==> config.mk <==
export PLATFORM = sky130hd
export DESIGN_NAME = collision_edge_collector_flat
export DESIGN_NICKNAME = d
export VERILOG_FILES = /design/src/rtl/collision_edge_collector_if.sv /design/src/rtl/collision_edge_collector.sv /design/src/flat_wrapper.sv
export SDC_FILE = /design/constraint.sdc
export NUM_CORES = 1
export LEC_CHECK = 0
export ABC_AREA = 1
export ABC_CLOCK_PERIOD_IN_PS = 1600
export BUFFER_PORTS_ARGS = -buffer_cell sky130_fd_sc_hd__buf_2
export CAP_MARGIN = 20
export CELL_PAD_IN_SITES_DETAIL_PLACEMENT = 1
export CELL_PAD_IN_SITES_GLOBAL_PLACEMENT = 1
export CORE_AREA = 10 10 79 81
export CTS_BUF_LIST = sky130_fd_sc_hd__clkbuf_4 sky130_fd_sc_hd__clkbuf_8
export CTS_CLUSTER_DIAMETER = 120
export DETAILED_ROUTE_END_ITERATION = 8
export DIE_AREA = 0 0 89 91
export GPL_ROUTABILITY_DRIVEN = 0
export PLACE_DENSITY_LB_ADDON = 0.1
export RECOVER_POWER = 25
export REMOVE_ABC_BUFFERS = 1
export SYNTH_ARGS = -nofsm -noshare
export SYNTH_HDL_FRONTEND = slang
export SYNTH_SLANG_ARGS = --single-unit
==> constraint.sdc <==
create_clock -name clk -period 1.6 [get_ports clk]
set_clock_uncertainty 0.15 [all_clocks]
set_input_delay 0.24 -clock clk [delete_from_list [all_inputs] [get_ports clk]]
set_output_delay 0.24 -clock clk [all_outputs]
set_load 0.1 [all_outputs]
==> src/rtl/collision_edge_collector_if.sv <==
// Pixel-stream bus between the bitmap drawing objects and the collision collector.
// bgdDR qualifies HitEdgeCode in the same cycle; the collector never stalls the stream.
interface collision_edge_collector_if #(
  parameter int EDGE_BITS   = 4,
  parameter int COUNT_WIDTH = 8
);
  logic                   startOfFrame;
  logic                   enable;
  logic                   playerDR;
  logic                   bgdDR;
  logic [EDGE_BITS-1:0]   HitEdgeCode;
  logic                   collision;
  logic [EDGE_BITS-1:0]   collisionEdges;
  logic [COUNT_WIDTH-1:0] collisionCount;
  logic                   frameValid;

  modport master (
    output startOfFrame, enable, playerDR, bgdDR, HitEdgeCode,
    input  collision, collisionEdges, collisionCount, frameValid
  );

  modport slave (
    input  startOfFrame, enable, playerDR, bgdDR, HitEdgeCode,
    output collision, collisionEdges, collisionCount, frameValid
  );
endinterface

==> src/rtl/collision_edge_collector.sv <==
// Accumulates player/brick overlaps and hit edges over a frame and reports
// one registered collision result in the cycle after each frame start.
module collision_edge_collector #(
  parameter int EDGE_BITS   = 4,
  parameter int MIN_PIXELS  = 2,
  parameter int COUNT_WIDTH = 8
) (
  input  logic                          clk,
  input  logic                          resetN,
  collision_edge_collector_if.slave     bus,
  output logic [1:0]                    dbg_state
);
  localparam int PIX_W = $clog2(MIN_PIXELS + 1);
  localparam logic [PIX_W-1:0] PIX_MAX = PIX_W'(MIN_PIXELS);

  typedef enum logic [1:0] {IDLE = 2'd0, SCAN = 2'd1, REPORT = 2'd2} state_t;

  state_t               state;
  logic [EDGE_BITS-1:0] edge_acc;
  logic [PIX_W-1:0]     pix_cnt;
  logic                 overlap;
  logic                 hit;

  assign overlap   = bus.playerDR & bus.bgdDR & bus.enable & ~bus.startOfFrame;
  assign hit       = (pix_cnt >= PIX_MAX);
  assign dbg_state = state;

  // The report is registered on the startOfFrame edge, so the REPORT state is
  // the cycle in which collision is visible; it accumulates exactly like SCAN.
  always_ff @(posedge clk or negedge resetN) begin
    if (!resetN) begin
      state              <= IDLE;
      edge_acc           <= '0;
      pix_cnt            <= '0;
      bus.collision      <= 1'b0;
      bus.collisionEdges <= '0;
      bus.collisionCount <= '0;
      bus.frameValid     <= 1'b0;
    end else begin
      bus.collision <= 1'b0;
      case (state)
        IDLE: begin
          if (bus.startOfFrame) begin
            edge_acc <= '0;
            pix_cnt  <= '0;
            state    <= SCAN;
          end
        end
        SCAN, REPORT: begin
          if (bus.startOfFrame) begin
            bus.collision      <= hit;
            bus.collisionEdges <= hit ? edge_acc : '0;
            if (hit && (bus.collisionCount != '1))
              bus.collisionCount <= bus.collisionCount + 1'b1;
            bus.frameValid     <= 1'b1;
            edge_acc           <= '0;
            pix_cnt            <= '0;
            state              <= REPORT;
          end else begin
            if (overlap) begin
              edge_acc <= edge_acc | bus.HitEdgeCode;
              if (pix_cnt != PIX_MAX)
                pix_cnt <= pix_cnt + 1'b1;
            end
            state <= SCAN;
          end
        end
        default: state <= IDLE;
      endcase
    end
  end
endmodule
==> src/flat_wrapper.sv <==
// flat-port wrapper written by rule: the top's interface ports become plain ports
module collision_edge_collector_flat 
#(
  parameter int EDGE_BITS   = 4,
  parameter int MIN_PIXELS  = 2,
  parameter int COUNT_WIDTH = 8
)
  (clk, resetN, dbg_state, bus_startOfFrame, bus_enable, bus_playerDR, bus_bgdDR, bus_HitEdgeCode, bus_collision, bus_collisionEdges, bus_collisionCount, bus_frameValid);
  collision_edge_collector_if #(.EDGE_BITS(EDGE_BITS), .COUNT_WIDTH(COUNT_WIDTH)) bus_i ();
  input  logic clk;
  input  logic resetN;
  output logic [1:0] dbg_state;
  input wire logic [$bits(bus_i.startOfFrame)-1:0] bus_startOfFrame;
  input wire logic [$bits(bus_i.enable)-1:0] bus_enable;
  input wire logic [$bits(bus_i.playerDR)-1:0] bus_playerDR;
  input wire logic [$bits(bus_i.bgdDR)-1:0] bus_bgdDR;
  input wire logic [$bits(bus_i.HitEdgeCode)-1:0] bus_HitEdgeCode;
  output wire logic [$bits(bus_i.collision)-1:0] bus_collision;
  output wire logic [$bits(bus_i.collisionEdges)-1:0] bus_collisionEdges;
  output wire logic [$bits(bus_i.collisionCount)-1:0] bus_collisionCount;
  output wire logic [$bits(bus_i.frameValid)-1:0] bus_frameValid;
  assign bus_i.startOfFrame = bus_startOfFrame;
  assign bus_i.enable = bus_enable;
  assign bus_i.playerDR = bus_playerDR;
  assign bus_i.bgdDR = bus_bgdDR;
  assign bus_i.HitEdgeCode = bus_HitEdgeCode;
  assign bus_collision = bus_i.collision;
  assign bus_collisionEdges = bus_i.collisionEdges;
  assign bus_collisionCount = bus_i.collisionCount;
  assign bus_frameValid = bus_i.frameValid;
  collision_edge_collector #(.EDGE_BITS(EDGE_BITS), .MIN_PIXELS(MIN_PIXELS), .COUNT_WIDTH(COUNT_WIDTH)) u_core (.clk(clk), .resetN(resetN), .bus(bus_i), .dbg_state(dbg_state));
endmodule
==> out/qor.txt <==
die area: 8100 sq um
CTS Buf Count: 3
Relative slew margins: 62.3%
Slew @ Worst Pin: 0.566 ns
met1 Track Usage GR: 9.69%
Final Core Density: 33.7%
WP data arrival: 1.15 ns
Mean Syn Cell Area: 8.51 sq um
status: complete, no violations
layout cells sized above 1: 32.5%
Cells after Synth: 133
fillers: 564
Tcrit/Tclk final: 96.5%
Die X: 89 um
Top Ports: 26
CTS Buffer Depth: 2
antenna violations before repair: 0
Worst-Skew Late Latency: 0.26 ns
largest fanout on the critical path: 4
VDD IR-drop max: 1140 uV
first-pass GRT wire length: 5330 um
register area share after synthesis: 48.6%
GR Util met2: 13.5%
global-route met3 utilization: 1.88%
ANT cells: 0
CP Launch Point: u_core.bus.collisionCount[1]
die height: 91 um
# placed instances: 217
Routed Antenna Nets: 0
WL final: 3150 um
beginning of the worst hold path: bus_HitEdgeCode[2]
FF/Latch Area: 551 sq um
Leakage: 0.757 nW
synthesis-to-finish area growth: 38.8%
Ys Warns: 0
Post-Place Worst Slack: -0.0111 ns
Buffers on Ports: 25
vias in the first global route: 1121
H-tree depth: 1
Yosys reg bits: 22
DRT iter0 DRCs: 18
Reg-to-Reg Start: u_core.dbg_state[0]
WP data required: 1.21 ns
crit-path max cell delay: 0.46 ns
fin crit period: 1.54 ns
wire per inst: 14.1 um
Final Hold Fails: 0
post-route setup slack: 0.0564 ns
Worst-path clk slew: 0.09 ns
post-CTS setup buffers: 0
Sink Count: 22
RSZ-0062 raised after global routing: yes
drc violations: 0
number of nets in the layout: 184
vias per inst: 4.52
CP max stage cell: buf_2
pin count of the biggest net entering global routing: 23
total congestion overflow: 0
Max-Cap Viols: 0
Hold Path Class: primary input to flip-flop
global routing's busiest layer: met2
Buf/Inv on CP: 1
synthesized cell area: 1130 sq um
FMAX: 648 MHz
Final Max Slew Viols: 0
PwrDens: 1680 nW/um^2
CP delay by family, top: buffers and inverters
GR Util All Layers: 8.14%
root buffer cell: clkbuf_8
Distinct cells, synth: 24
Crit. End Element: output port
worst-path cell chain: buf_2
hpwl dp: 2480 um
core footprint: 4660 sq um
# rows: 25
CTS tree: yes
final number of setup-violating endpoints: 0
Initial Utilization: 24.3%
Multi-input gate area: 578 sq um
Finished Layout Cells: 223
WS Path Type: flip-flop to output port
Setup TNS: 0 ns
vias: 1007
router iterations before antenna repair: 4
crit start category: flip-flop
-- Yosys cell counts --
library cell  instances  area share, %
a22o_1                3            2.3
o21ai_0               3            1.3
nand4_1               2            1.1
dfrtp_1              22             49
nor2_2                4            2.2
inv_1                14            4.6
nand2_4               3            3.0
a21oi_1               5            2.2
xor2_1                1           0.77
nand2_1              36             12
o22ai_1               2            1.1
nor2_4                1           0.99
nand3b_1              1           0.66
or2_2                 1           0.55
inv_2                 2           0.66
nand3_4               1            1.5
o21ai_1               3            1.3
nor2_1               11            3.6
nor3_1                3            1.3
clkinv_2              1           0.44
nand3_1               7            3.1
ha_1                  4            4.4
nand2_2               1           0.55
xnor2_1               2            1.5
-- cells in the final DEF, fill, tap and decap left out, drive strengths merged --
master | netlist | final
o21ai | 6 | 6
ha | 4 | 4
buf | 0 | 27
nand4 | 2 | 2
nand3 | 8 | 9
nor2 | 16 | 16
nand3b | 1 | 1
inv | 16 | 17
bufinv | 0 | 1
dlygate4sd3 | 0 | 1
o22ai | 2 | 2
xor2 | 1 | 1
dfrtp | 22 | 22
clkbuf | 0 | 6
or2 | 1 | 1
xnor2 | 2 | 2
a21oi | 5 | 5
nand2 | 40 | 40
a22o | 3 | 3
nor3 | 3 | 3
-- per-layer routing --
layer	wire [um]	share of wire, %
met1	1440	46
met2	1510	48
met3	135	4.3
met4	55	1.7
met5	0	0
-- state kept, by name, summed over array words and instances (netlist names) --
name / flops
u_core.pix_cnt: 2
u_core.bus.collisionCount: 8
u_core.edge_acc: 4
u_core.bus.collisionEdges: 4
u_core.bus.collision: 1
u_core.bus.frameValid: 1
u_core.dbg_state: 2
-- logic make-up (layout without fill, tap and decap cells) --
| group | count (synthesis) | count (layout) | share of synthesized area [%] |
|---|---|---|---|
| and+or+nand+nor | 71 | 72 | 30.6 |
| DFF | 22 | 22 | 48.6 |
| buffers and inverters | 17 | 52 | 5.75 |
| AOI/OAI and AO/OA | 16 | 16 | 8.29 |
| adders and majority gates | 4 | 4 | 4.42 |
| xor gates and xnor gates | 3 | 3 | 2.32 |
-- metrics by stage --
| stage | power [mW] | hold WS [ns] | area [sq um] |
|---|---|---|---|
| 3_5_place_dp | 1.96 | 0.105 | 1420 |
| 5_1_grt | 2.81 | 0.0741 | 1570 |
| 4_1_cts | 2.55 | 0.0674 | 1520 |
| 3_3_place_gp | 1.94 | 0.0992 | 1420 |
| 6_report | 2.64 | 0.0675 | 1570 |
| 2_1_floorplan | 1.63 | -0.206 | 1130 |
-- what timing repair did --
action,in CTS,in global routing
resized for setup,1,12
pin swaps,0,1
endpoints found under the setup margin,2,13
endpoints found under the hold margin,22,0
gates cloned,0,1
hold buffers,1,0
-- power by group --
group / leakage (nW) / internal (mW) / total, mW / switching (mW)
clock network: 0.0357 / 0.334 / 0.527 / 0.193
registers: 0.295 / 0.644 / 0.719 / 0.0752
logic: 0.426 / 0.406 / 1.39 / 0.985
-- layout make-up --
cell class	count	area share (%)
clock buffer	3	2.63
clock inverter	1	1.91
inverter	17	4.22
multi-input combinational	95	36.8
sequential	22	35.0
tap	54	4.30
timing repair buffer	31	15.1
-- path summary, 6_finish.rpt --
kind                                                endpoint  slack (ns)  cells past startpoint
worst max-delay path                   bus_collisionCount[1]        0.06                      1
worst min-delay path                      u_core.edge_acc[2]        0.07                      3
worst max register to register             u_core.pix_cnt[1]        0.10                      8
worst min register to register         u_core.bus.frameValid        0.33                      1
max in group asynchronous                 u_core.edge_acc[1]        0.58                      2
min in group asynchronous       u_core.bus.collisionCount[1]        0.34                      2
(Power assumes the default switching activity.)
